===== src/rtl/led_blink_pkg.sv =====
// rtl/led_blink_pkg.sv - mode encoding shared by the multi-channel LED blinker
package led_blink_pkg;

    typedef logic [1:0] mode_t;

    localparam mode_t MODE_OFF     = 2'b00;
    localparam mode_t MODE_ON      = 2'b01;
    localparam mode_t MODE_BLINK   = 2'b10;
    localparam mode_t MODE_ONESHOT = 2'b11;

endpackage


===== src/rtl/led_channel.sv =====
// rtl/led_channel.sv - one LED channel: mode/half registers, tick counter, LED flop
module led_channel
    import led_blink_pkg::*;
#(
    parameter int PW       = 10,
    parameter int DEF_HALF = 500
) (
    input  logic          CLOCK_50,
    input  logic          KEY0,
    input  logic          tick,
    input  logic          wr,
    input  mode_t         mode,
    input  logic [PW-1:0] half,
    output logic          led,
    output logic          done
);

    mode_t         mode_q;
    logic [PW-1:0] half_q;
    logic [PW-1:0] cnt;
    logic [PW-1:0] last_cnt;
    logic          running;

    // A stored half of zero behaves as one, so the last count is 0 in both cases.
    assign last_cnt = (half_q == '0) ? '0 : half_q - PW'(1);
    assign running  = (mode_q == MODE_BLINK) || (mode_q == MODE_ONESHOT);

    always_ff @(posedge CLOCK_50) begin
        if (!KEY0) begin
            mode_q <= MODE_OFF;
            half_q <= PW'(DEF_HALF);
            cnt    <= '0;
            led    <= 1'b0;
            done   <= 1'b0;
        end else begin
            done <= 1'b0;
            if (wr) begin
                // A write takes priority over a coincident tick.
                mode_q <= mode;
                half_q <= half;
                cnt    <= '0;
                led    <= (mode != MODE_OFF);
            end else if (running && tick) begin
                if (cnt == last_cnt) begin
                    cnt <= '0;
                    if (mode_q == MODE_BLINK) begin
                        led <= ~led;
                    end else begin
                        led    <= 1'b0;
                        mode_q <= MODE_OFF;
                        done   <= 1'b1;
                    end
                end else begin
                    cnt <= cnt + PW'(1);
                end
            end else if (!running) begin
                cnt <= '0;
            end
        end
    end

endmodule


===== src/rtl/led_blink_multi.sv =====
// rtl/led_blink_multi.sv - shared prescaler, write decode and N LED channels
module led_blink_multi
    import led_blink_pkg::*;
#(
    parameter int  N_CH     = 8,
    parameter int  TICK_DIV = 50000,
    parameter int  PW       = 10,
    parameter int  DEF_HALF = 500,
    localparam int CH_W     = (N_CH > 1) ? $clog2(N_CH) : 1
) (
    input  logic            CLOCK_50,
    input  logic            KEY0,
    input  logic            cfg_we,
    input  logic [CH_W-1:0] cfg_ch,
    input  mode_t           cfg_mode,
    input  logic [PW-1:0]   cfg_half,
    output logic [N_CH-1:0] LEDG,
    output logic [N_CH-1:0] done,
    output logic            tick
);

    localparam int PS_W = $clog2(TICK_DIV);

    logic [PS_W-1:0] psc;
    logic            psc_last;
    logic [N_CH-1:0] wr;

    assign psc_last = (psc == PS_W'(TICK_DIV - 1));

    // Free-running: configuration writes never disturb the tick phase.
    always_ff @(posedge CLOCK_50) begin
        if (!KEY0) begin
            psc  <= '0;
            tick <= 1'b0;
        end else begin
            psc  <= psc_last ? '0 : psc + PS_W'(1);
            tick <= psc_last;
        end
    end

    // Channel indices at or beyond N_CH match no channel and are dropped.
    always_comb begin
        wr = '0;
        for (int i = 0; i < N_CH; i++) begin
            if (cfg_we && (int'(cfg_ch) == i)) begin
                wr[i] = 1'b1;
            end
        end
    end

    for (genvar g = 0; g < N_CH; g++) begin : g_ch
        led_channel #(
            .PW       (PW),
            .DEF_HALF (DEF_HALF)
        ) u_ch (
            .CLOCK_50 (CLOCK_50),
            .KEY0     (KEY0),
            .tick     (tick),
            .wr       (wr[g]),
            .mode     (cfg_mode),
            .half     (cfg_half),
            .led      (LEDG[g]),
            .done     (done[g])
        );
    end

endmodule


===== config.mk =====
export PLATFORM = sky130hd
export DESIGN_NAME = led_blink_multi
export DESIGN_NICKNAME = d
export VERILOG_FILES = /design/src/rtl/led_blink_pkg.sv /design/src/rtl/led_channel.sv /design/src/rtl/led_blink_multi.sv
export SDC_FILE = /design/constraint.sdc
export NUM_CORES = 1
export LEC_CHECK = 0
export BUFFER_PORTS_ARGS = -buffer_cell sky130_fd_sc_hd__buf_2
export CORE_UTILIZATION = 65
export DETAILED_ROUTE_END_ITERATION = 10
export PLACE_DENSITY = 0.82
export SYNTH_ARGS = -nofsm -noshare
export SYNTH_HDL_FRONTEND = slang
export SYNTH_HIERARCHICAL = 1
export SYNTH_SLANG_ARGS = --single-unit

===== constraint.sdc =====
create_clock -name CLOCK_50 -period 7.7 [get_ports CLOCK_50]
set_clock_uncertainty 0.1 [all_clocks]
set_input_delay 0.385 -clock CLOCK_50 [delete_from_list [all_inputs] [get_ports CLOCK_50]]
set_output_delay 0.385 -clock CLOCK_50 [all_outputs]
set_load 0.1 [all_outputs]

==> flow_metrics.env, run 1 <==
export IMPL_layout_common_cells="dfxtp_1, nand2_1, nor2_1, mux2i_1, a21oi_1"
export IMPL_p_comb_frac=0.056
export IMPL_critPathLaunchType="flip-flop"
export IMPL_synthArstFlopShare=0
export IMPL_intPower_uw=1940
export IMPL_dieArea_sq_um=21300
export IMPL_min_to="g_ch[2].u_ch/half_q[2]$_SDFFE_PN1P_"
export IMPL_drive_above_1_share=0.112
export IMPL_synthAdderAreaFrac=0.0158
export IMPL_port_buffers=34
export IMPL_fin_cells=1951
export IMPL_holdCritStartpoint="cfg_half[2]"
export IMPL_cp_required_ns=8.01
export IMPL_synth_cell_types=55
export IMPL_ios=35
export IMPL_power_density_nw_per_um2=173
export IMPL_grt_max_degree=51
export IMPL_finalWorstSetupSlack_ns=4.30
export IMPL_fillers=1579
export IMPL_ff2ff_setup_slack_ns=4.30
export IMPL_synth_area_mux_share=0.0780
export IMPL_rsz0062_at_grt="no"
export IMPL_synth_top_family_by_area="simple AND/OR/NAND/NOR gates"
export IMPL_cts_max_level=1
export IMPL_outcome="finished, final reports clean"
export IMPL_detailed_place_hpwl_microns=21500
export IMPL_fin_crit_sh=0.441
export IMPL_cp_max_fo=14
export IMPL_clockBufferDepth=3
export IMPL_grt_ovfl_total=0
export IMPL_root_buffer="clkbuf_16"
export IMPL_drcViolationCount=0
export IMPL_cp_slowest_cell="or4_4"
export IMPL_cts_made_buffers=24
export IMPL_synth_flop_cell="dfxtp_1"
export IMPL_clk_insertion_delay_late_ns=0.53
export IMPL_critPathKind="flip-flop to flip-flop"
export IMPL_yosysWarnings=6
export IMPL_start_util=0.664
export IMPL_clkSinkCount=209
export IMPL_holdWs_ns=0.193
export IMPL_path_buf_inv=1
export IMPL_crit_family="simple AND/OR/NAND/NOR gates"
export IMPL_min_period_ns=3.40
export IMPL_syn_nets=1722
export IMPL_slowest_delay_ns=0.52
export IMPL_ant_nets=0
export IMPL_slew_violations=0
export IMPL_placed_cells=1905
export IMPL_p_leak_uw=0.00484
export IMPL_tightest_slew_ns=0.720
export IMPL_p_clk_frac=0.499
export IMPL_core_region_area_sq_um=20300
export IMPL_grt_pass1_wl_microns=53700
export IMPL_vias=12388
export IMPL_path_clk_slew_ns=0.06
export IMPL_antenna_found_initial=2
export IMPL_synth_compound_area_frac=0.145
export IMPL_timing_hold_violations_final=0
export IMPL_cts_tree="built"
export IMPL_cts_resized=0
export IMPL_ir_drop_v=0.000196
export IMPL_timing_setup_tns_ns=0
export IMPL_drt_iter0_drc=838
export IMPL_cp_data_arrival_time_ns=3.71
export IMPL_path_common_cell="or4_4"
export IMPL_crit_chain="inv_1 > ha_1 > or4b_4 > or4_4 > a311o_1 > or4_4 > nor4_1 > and4b_1"
export IMPL_row_count=52
export IMPL_synthXorXnorAreaFrac=0.0641
export IMPL_fin_nets=1696
export IMPL_die_height_microns=146
export IMPL_end_kind="flip-flop"
export IMPL_r2r_start="g_ch[2].u_ch/half_q[0]$_SDFFE_PN0P_"
export IMPL_avgSynthCellArea_sq_um=7.98
export IMPL_syn_to_final_growth_pct=7.64
export IMPL_reg2reg_to="g_ch[2].u_ch/led$_SDFFE_PN0P_"
export IMPL_drt_pass1_iterations=5
export IMPL_place_ws_ns=4.33
export IMPL_yosysSeqAreaShare=0.311
export IMPL_netlist_area_sq_um=13500
export IMPL_synth_edf_count=0
export IMPL_cts_hold_buffers_added=0
export IMPL_cts_setup_buffers=0
export IMPL_switching_share=0.228
export IMPL_r2r_cells=8
export IMPL_setup_viol=0
export IMPL_maxCapViolCount=0
export IMPL_routed_wl_microns=32700
export IMPL_wl_per_cell_microns=16.8
export IMPL_chipWidth_microns=146
export IMPL_mostFrequentLayoutCell="dfxtp_1"
export IMPL_track_usage=0.298
export IMPL_syn_inst=1687
export IMPL_via_per_inst=6.35
export IMPL_relSlewSlack=0.516
export IMPL_place_congestion=0.872
export IMPL_yosys_register_bits=209
export IMPL_power_frac_seq=0.445
export IMPL_grt_pass1_vias=11150
export IMPL_min_path_cells=3
export IMPL_max_freq_mhz=294
export IMPL_total_power_uw=2510
export IMPL_min_path_type="primary input to flip-flop"
export IMPL_yosys_area_share_simple=0.334
export IMPL_p_sw_uw=574
==> synthesized netlist by cell type, types with 48 or more instances <==
master / instances / area (sq um)
inv_1: 67 / 251
nor3_1: 53 / 265
dfxtp_1: 209 / 4180
xnor2_1: 61 / 534
o22ai_1: 48 / 300
nand3_1: 74 / 370
a21oi_1: 88 / 440
mux2i_1: 96 / 961
nand2_1: 183 / 687
o21ai_0: 56 / 280
clkbuf_1: 56 / 210
nor2_1: 160 / 601
==> worst max path at each step <==
stage                                   startpoint                            end  slack [ns]  cells past startpoint
2_1_floorplan  g_ch[0].u_ch/half_q[0]$_SDFFE_PN0P_  g_ch[0].u_ch/led$_SDFFE_PN0P_        4.70                      8
3_3_place_gp   g_ch[7].u_ch/half_q[0]$_SDFFE_PN0P_  g_ch[7].u_ch/led$_SDFFE_PN0P_        4.51                      8
3_5_place_dp   g_ch[2].u_ch/half_q[0]$_SDFFE_PN0P_  g_ch[2].u_ch/led$_SDFFE_PN0P_        4.33                      8
4_1_cts        g_ch[2].u_ch/half_q[0]$_SDFFE_PN0P_  g_ch[2].u_ch/led$_SDFFE_PN0P_        4.32                      8
5_1_grt        g_ch[2].u_ch/half_q[0]$_SDFFE_PN0P_  g_ch[2].u_ch/led$_SDFFE_PN0P_        4.17                      9
6_report       g_ch[2].u_ch/half_q[0]$_SDFFE_PN0P_  g_ch[2].u_ch/led$_SDFFE_PN0P_        4.30                      8
==> sequential cells by signal, summed over array words and instances (netlist names) <==
signal            count
g_ch.u_ch/cnt        80
g_ch.u_ch/half_q     80
g_ch.u_ch/mode_q     16
psc                  16
g_ch.u_ch/done        8
g_ch.u_ch/led         8
tick                  1
==> power groups by stage <==
stage	logic, uW	registers (uW)	clock network (uW)
2_1_floorplan	96.5	1140	0
3_3_place_gp	134	1140	0
3_5_place_dp	137	1140	0
4_1_cts	138	1120	1270
5_1_grt	151	1120	1310
6_report	141	1120	1260
==> worst reg2reg max path, stage by stage (launching register included) <==
cell     delay (ns)
dfxtp_1        0.37
inv_1          0.12
ha_1           0.29
or4b_4         0.51
or4_4          0.50
a311o_1        0.32
or4_4          0.52
nor4_1         0.33
and4b_1        0.23
==> area by class of cell <==
| class | instances | area (sq um) | share of cell area |
|---|---|---|---|
| repair buffers | 45 | 253 | 0.0174 |
| diodes | 2 | 5.00 | 0.000345 |
| clock buffers | 36 | 737 | 0.0508 |
| flip-flops and latches | 209 | 4190 | 0.289 |
| well taps | 270 | 338 | 0.0233 |
| multi-input cells | 1314 | 8580 | 0.592 |
| inverters | 67 | 251 | 0.0173 |
| clock inverters | 8 | 146 | 0.0101 |
==> cell families after synthesis <==
logic type / Yosys count
XOR/XNOR: 86
AND/OR/NAND/NOR: 795
buffers and inverters: 164
flip-flops: 209
AO/OA/AOI/OAI: 312
adder cells (fa/ha/maj): 17
multiplexers: 104
==> per-layer routing <==
layer / global-route usage / vias to the layer above / wire length (microns)
li1: - / 6068 / -
met1: 0.398 / 5851 / 14500
met4: 0.116 / 0 / 1070
met3: 0.0379 / 71 / 1960
met2: 0.491 / 398 / 15200
met5: 0 / - / 0
==> stage by stage <==
| step | cell area, sq um | utilization |
|---|---|---|
| 2_1_floorplan | 13500 | - |
| 3_3_place_gp | 13600 | 0.670 |
| 3_5_place_dp | 13600 | 0.670 |
| 4_1_cts | 14500 | 0.714 |
| 5_1_grt | 14500 | 0.714 |
| 6_report | 14500 | 0.714 |
(Power assumes the default switching activity.)
==> run 2, diff against run 1 <==
CORE_UTILIZATION = 64   (was 65)
PLACE_DENSITY = 0.81   (was 0.82)
clock period = 3.52 ns   (was 7.7 ns; I/O delays follow)
==> run 2 against run 1 <==
Compared with the run above: clock power increased by 97%; critical endpoint is now g_ch[7].u_ch/led$_SDFFE_PN0P_; combinational power rose by 130%; sequential power up 120%; power increased by 110%; final cell count up 0.67%; critical path type unchanged; flip-flop and latch count stayed put; cell area grew 0.29%; maximum frequency up 2.0%; setup slack worse by 4.1 ns; non-clock buffer count up 19; utilization is 0.25 points lower; via count is 1.2% lower.
==> flow_metrics.env, run 2 (synthesis results as in run 1) <==
export IMPL_clockBufferDepth=3
export IMPL_place_congestion=0.924
export IMPL_min_path_type="primary input to flip-flop"
export IMPL_cts_made_buffers=23
export IMPL_tightest_slew_ns=0.752
export IMPL_grt_max_degree=33
export IMPL_die_height_microns=147
export IMPL_start_util=0.659
export IMPL_end_kind="flip-flop"
export IMPL_cts_tree="built"
export IMPL_holdWs_ns=0.0147
export IMPL_power_density_nw_per_um2=360
export IMPL_grt_ovfl_total=0
export IMPL_outcome="finished, final reports clean"
export IMPL_relSlewSlack=0.499
export IMPL_mostFrequentLayoutCell="dfxtp_1"
export IMPL_met2_length_microns=15000
export IMPL_wl_per_cell_microns=16.3
export IMPL_timing_hold_violations_final=0
export IMPL_routed_wl_microns=31900
export IMPL_n_antenna_cell=0
export IMPL_detailed_place_hpwl_microns=21700
export IMPL_slew_violations=0
export IMPL_ant_nets=0
export IMPL_clk_insertion_delay_late_ns=0.51
export IMPL_rsz0062_at_grt="no"
export IMPL_syn_to_final_growth_pct=7.95
export IMPL_maxCapViolCount=0
export IMPL_ir_drop_v=0.000400
export IMPL_drt_pass1_iterations=5
export IMPL_drt_iter0_drc=1003
export IMPL_port_buffers=34
export IMPL_wl_met1_microns=14600
export IMPL_cp_data_arrival_time_ns=3.64
export IMPL_antenna_found_initial=0
export IMPL_via_per_inst=6.23
export IMPL_cp_required_ns=3.82
export IMPL_r2r_cells=8
export IMPL_ios=35
export IMPL_core_region_area_sq_um=20400
export IMPL_min_period_ns=3.33
export IMPL_critPathLaunchType="flip-flop"
export IMPL_cts_max_level=1
export IMPL_grt_pass1_vias=11229
export IMPL_max_freq_mhz=300
export IMPL_min_path_cells=3
export IMPL_layout_common_cells="dfxtp_1, nand2_1, nor2_1, mux2i_1, a21oi_1"
export IMPL_row_count=52
export IMPL_chipWidth_microns=147
export IMPL_drcViolationCount=0
export IMPL_drive_above_1_share=0.118
export IMPL_fin_nets=1714
export IMPL_cts_setup_buffers=0
export IMPL_p_leak_uw=0.00488
export IMPL_timing_setup_tns_ns=0
export IMPL_fin_crit_sh=0.947
export IMPL_clkSinkCount=209
export IMPL_setup_viol=0
export IMPL_root_buffer="clkbuf_16"
export IMPL_path_clk_slew_ns=0.06
export IMPL_track_usage=0.293
export IMPL_highest_layer="met4"
export IMPL_dieArea_sq_um=21600
export IMPL_wl_met3_microns=1570
export IMPL_vias=12243
export IMPL_cp_max_fo=14
export IMPL_critPathKind="flip-flop to flip-flop"
export IMPL_largestRegisters="g_ch.u_ch/cnt x80, g_ch.u_ch/half_q x80"
export IMPL_grt_pass1_wl_microns=53800
-- run 2: cell types whose count changed in the layout (fill, tap and decap cells not counted), moves of 2 or more --
cell	previous run	this run
buf_4	11	27
clkbuf_16	25	23
clkbuf_8	7	5
diode_2	2	0
dlygate4sd3_1	0	3
-- run 2: layer usage --
metal,up-vias,GRT usage
met5,-,0
met4,0,0.0856
met3,58,0.0326
met2,314,0.489
met1,5794,0.397
li1,6077,-
-- run 2: timing repair --
action                     4_1_cts  5_1_grt
setup endpoints to repair        0        1
hold buffers                     3        0
hold endpoints to repair        10        0
gates resized for setup          0        1
-- run 2: worst max-delay path: stages, from the launching register on --
cell     delay, ns
dfxtp_1       0.37
inv_1         0.12
ha_1          0.29
or4b_4        0.50
or4_4         0.50
a311o_1       0.32
or4_4         0.52
nor4_1        0.28
and4b_1       0.22
-- run 2: path summary, 6_finish.rpt --
check | from | to | slack (ns)
max reg2reg | g_ch[7].u_ch/half_q[0]$_SDFFE_PN0P_ | g_ch[7].u_ch/led$_SDFFE_PN0P_ | 0.19
min | cfg_half[9] | g_ch[2].u_ch/half_q[9]$_SDFFE_PN0P_ | 0.01
max | g_ch[7].u_ch/half_q[0]$_SDFFE_PN0P_ | g_ch[7].u_ch/led$_SDFFE_PN0P_ | 0.19
min reg2reg | psc[0]$_SDFF_PP0_ | psc[0]$_SDFF_PP0_ | 0.38
-- run 2: metrics by stage --
| step | worst slack [ns] | std cells | utilization | instance area [sq um] | power (uW) |
|---|---|---|---|---|---|
| 2_1_floorplan | 0.522 | 1687 | - | 13500 | 2710 |
| 3_3_place_gp | 0.326 | 1921 | 0.672 | 13700 | 2790 |
| 3_5_place_dp | 0.227 | 1921 | 0.672 | 13700 | 2800 |
| 4_1_cts | 0.222 | 1964 | 0.711 | 14500 | 5270 |
| 5_1_grt | 0.0143 | 1964 | 0.712 | 14500 | 5410 |
| 6_report | 0.188 | 1964 | 0.712 | 14500 | 5240 |
-- run 2: cell type report --
cell class | instances | area (sq um)
Inverter | 67 | 251
Fill cell | 1629 | 5890
Clock inverter | 7 | 113
Multi-Input combinational cell | 1314 | 8590
Tap cell | 270 | 338
Clock buffer | 33 | 663
Timing Repair Buffer | 64 | 403
Sequential cell | 209 | 4190
-- run 2: power breakdown --
part	total [uW]	switching (uW)	internal (uW)
Sequential	2440	45.6	2400
Combinational	320	202	118
Clock	2480	955	1520
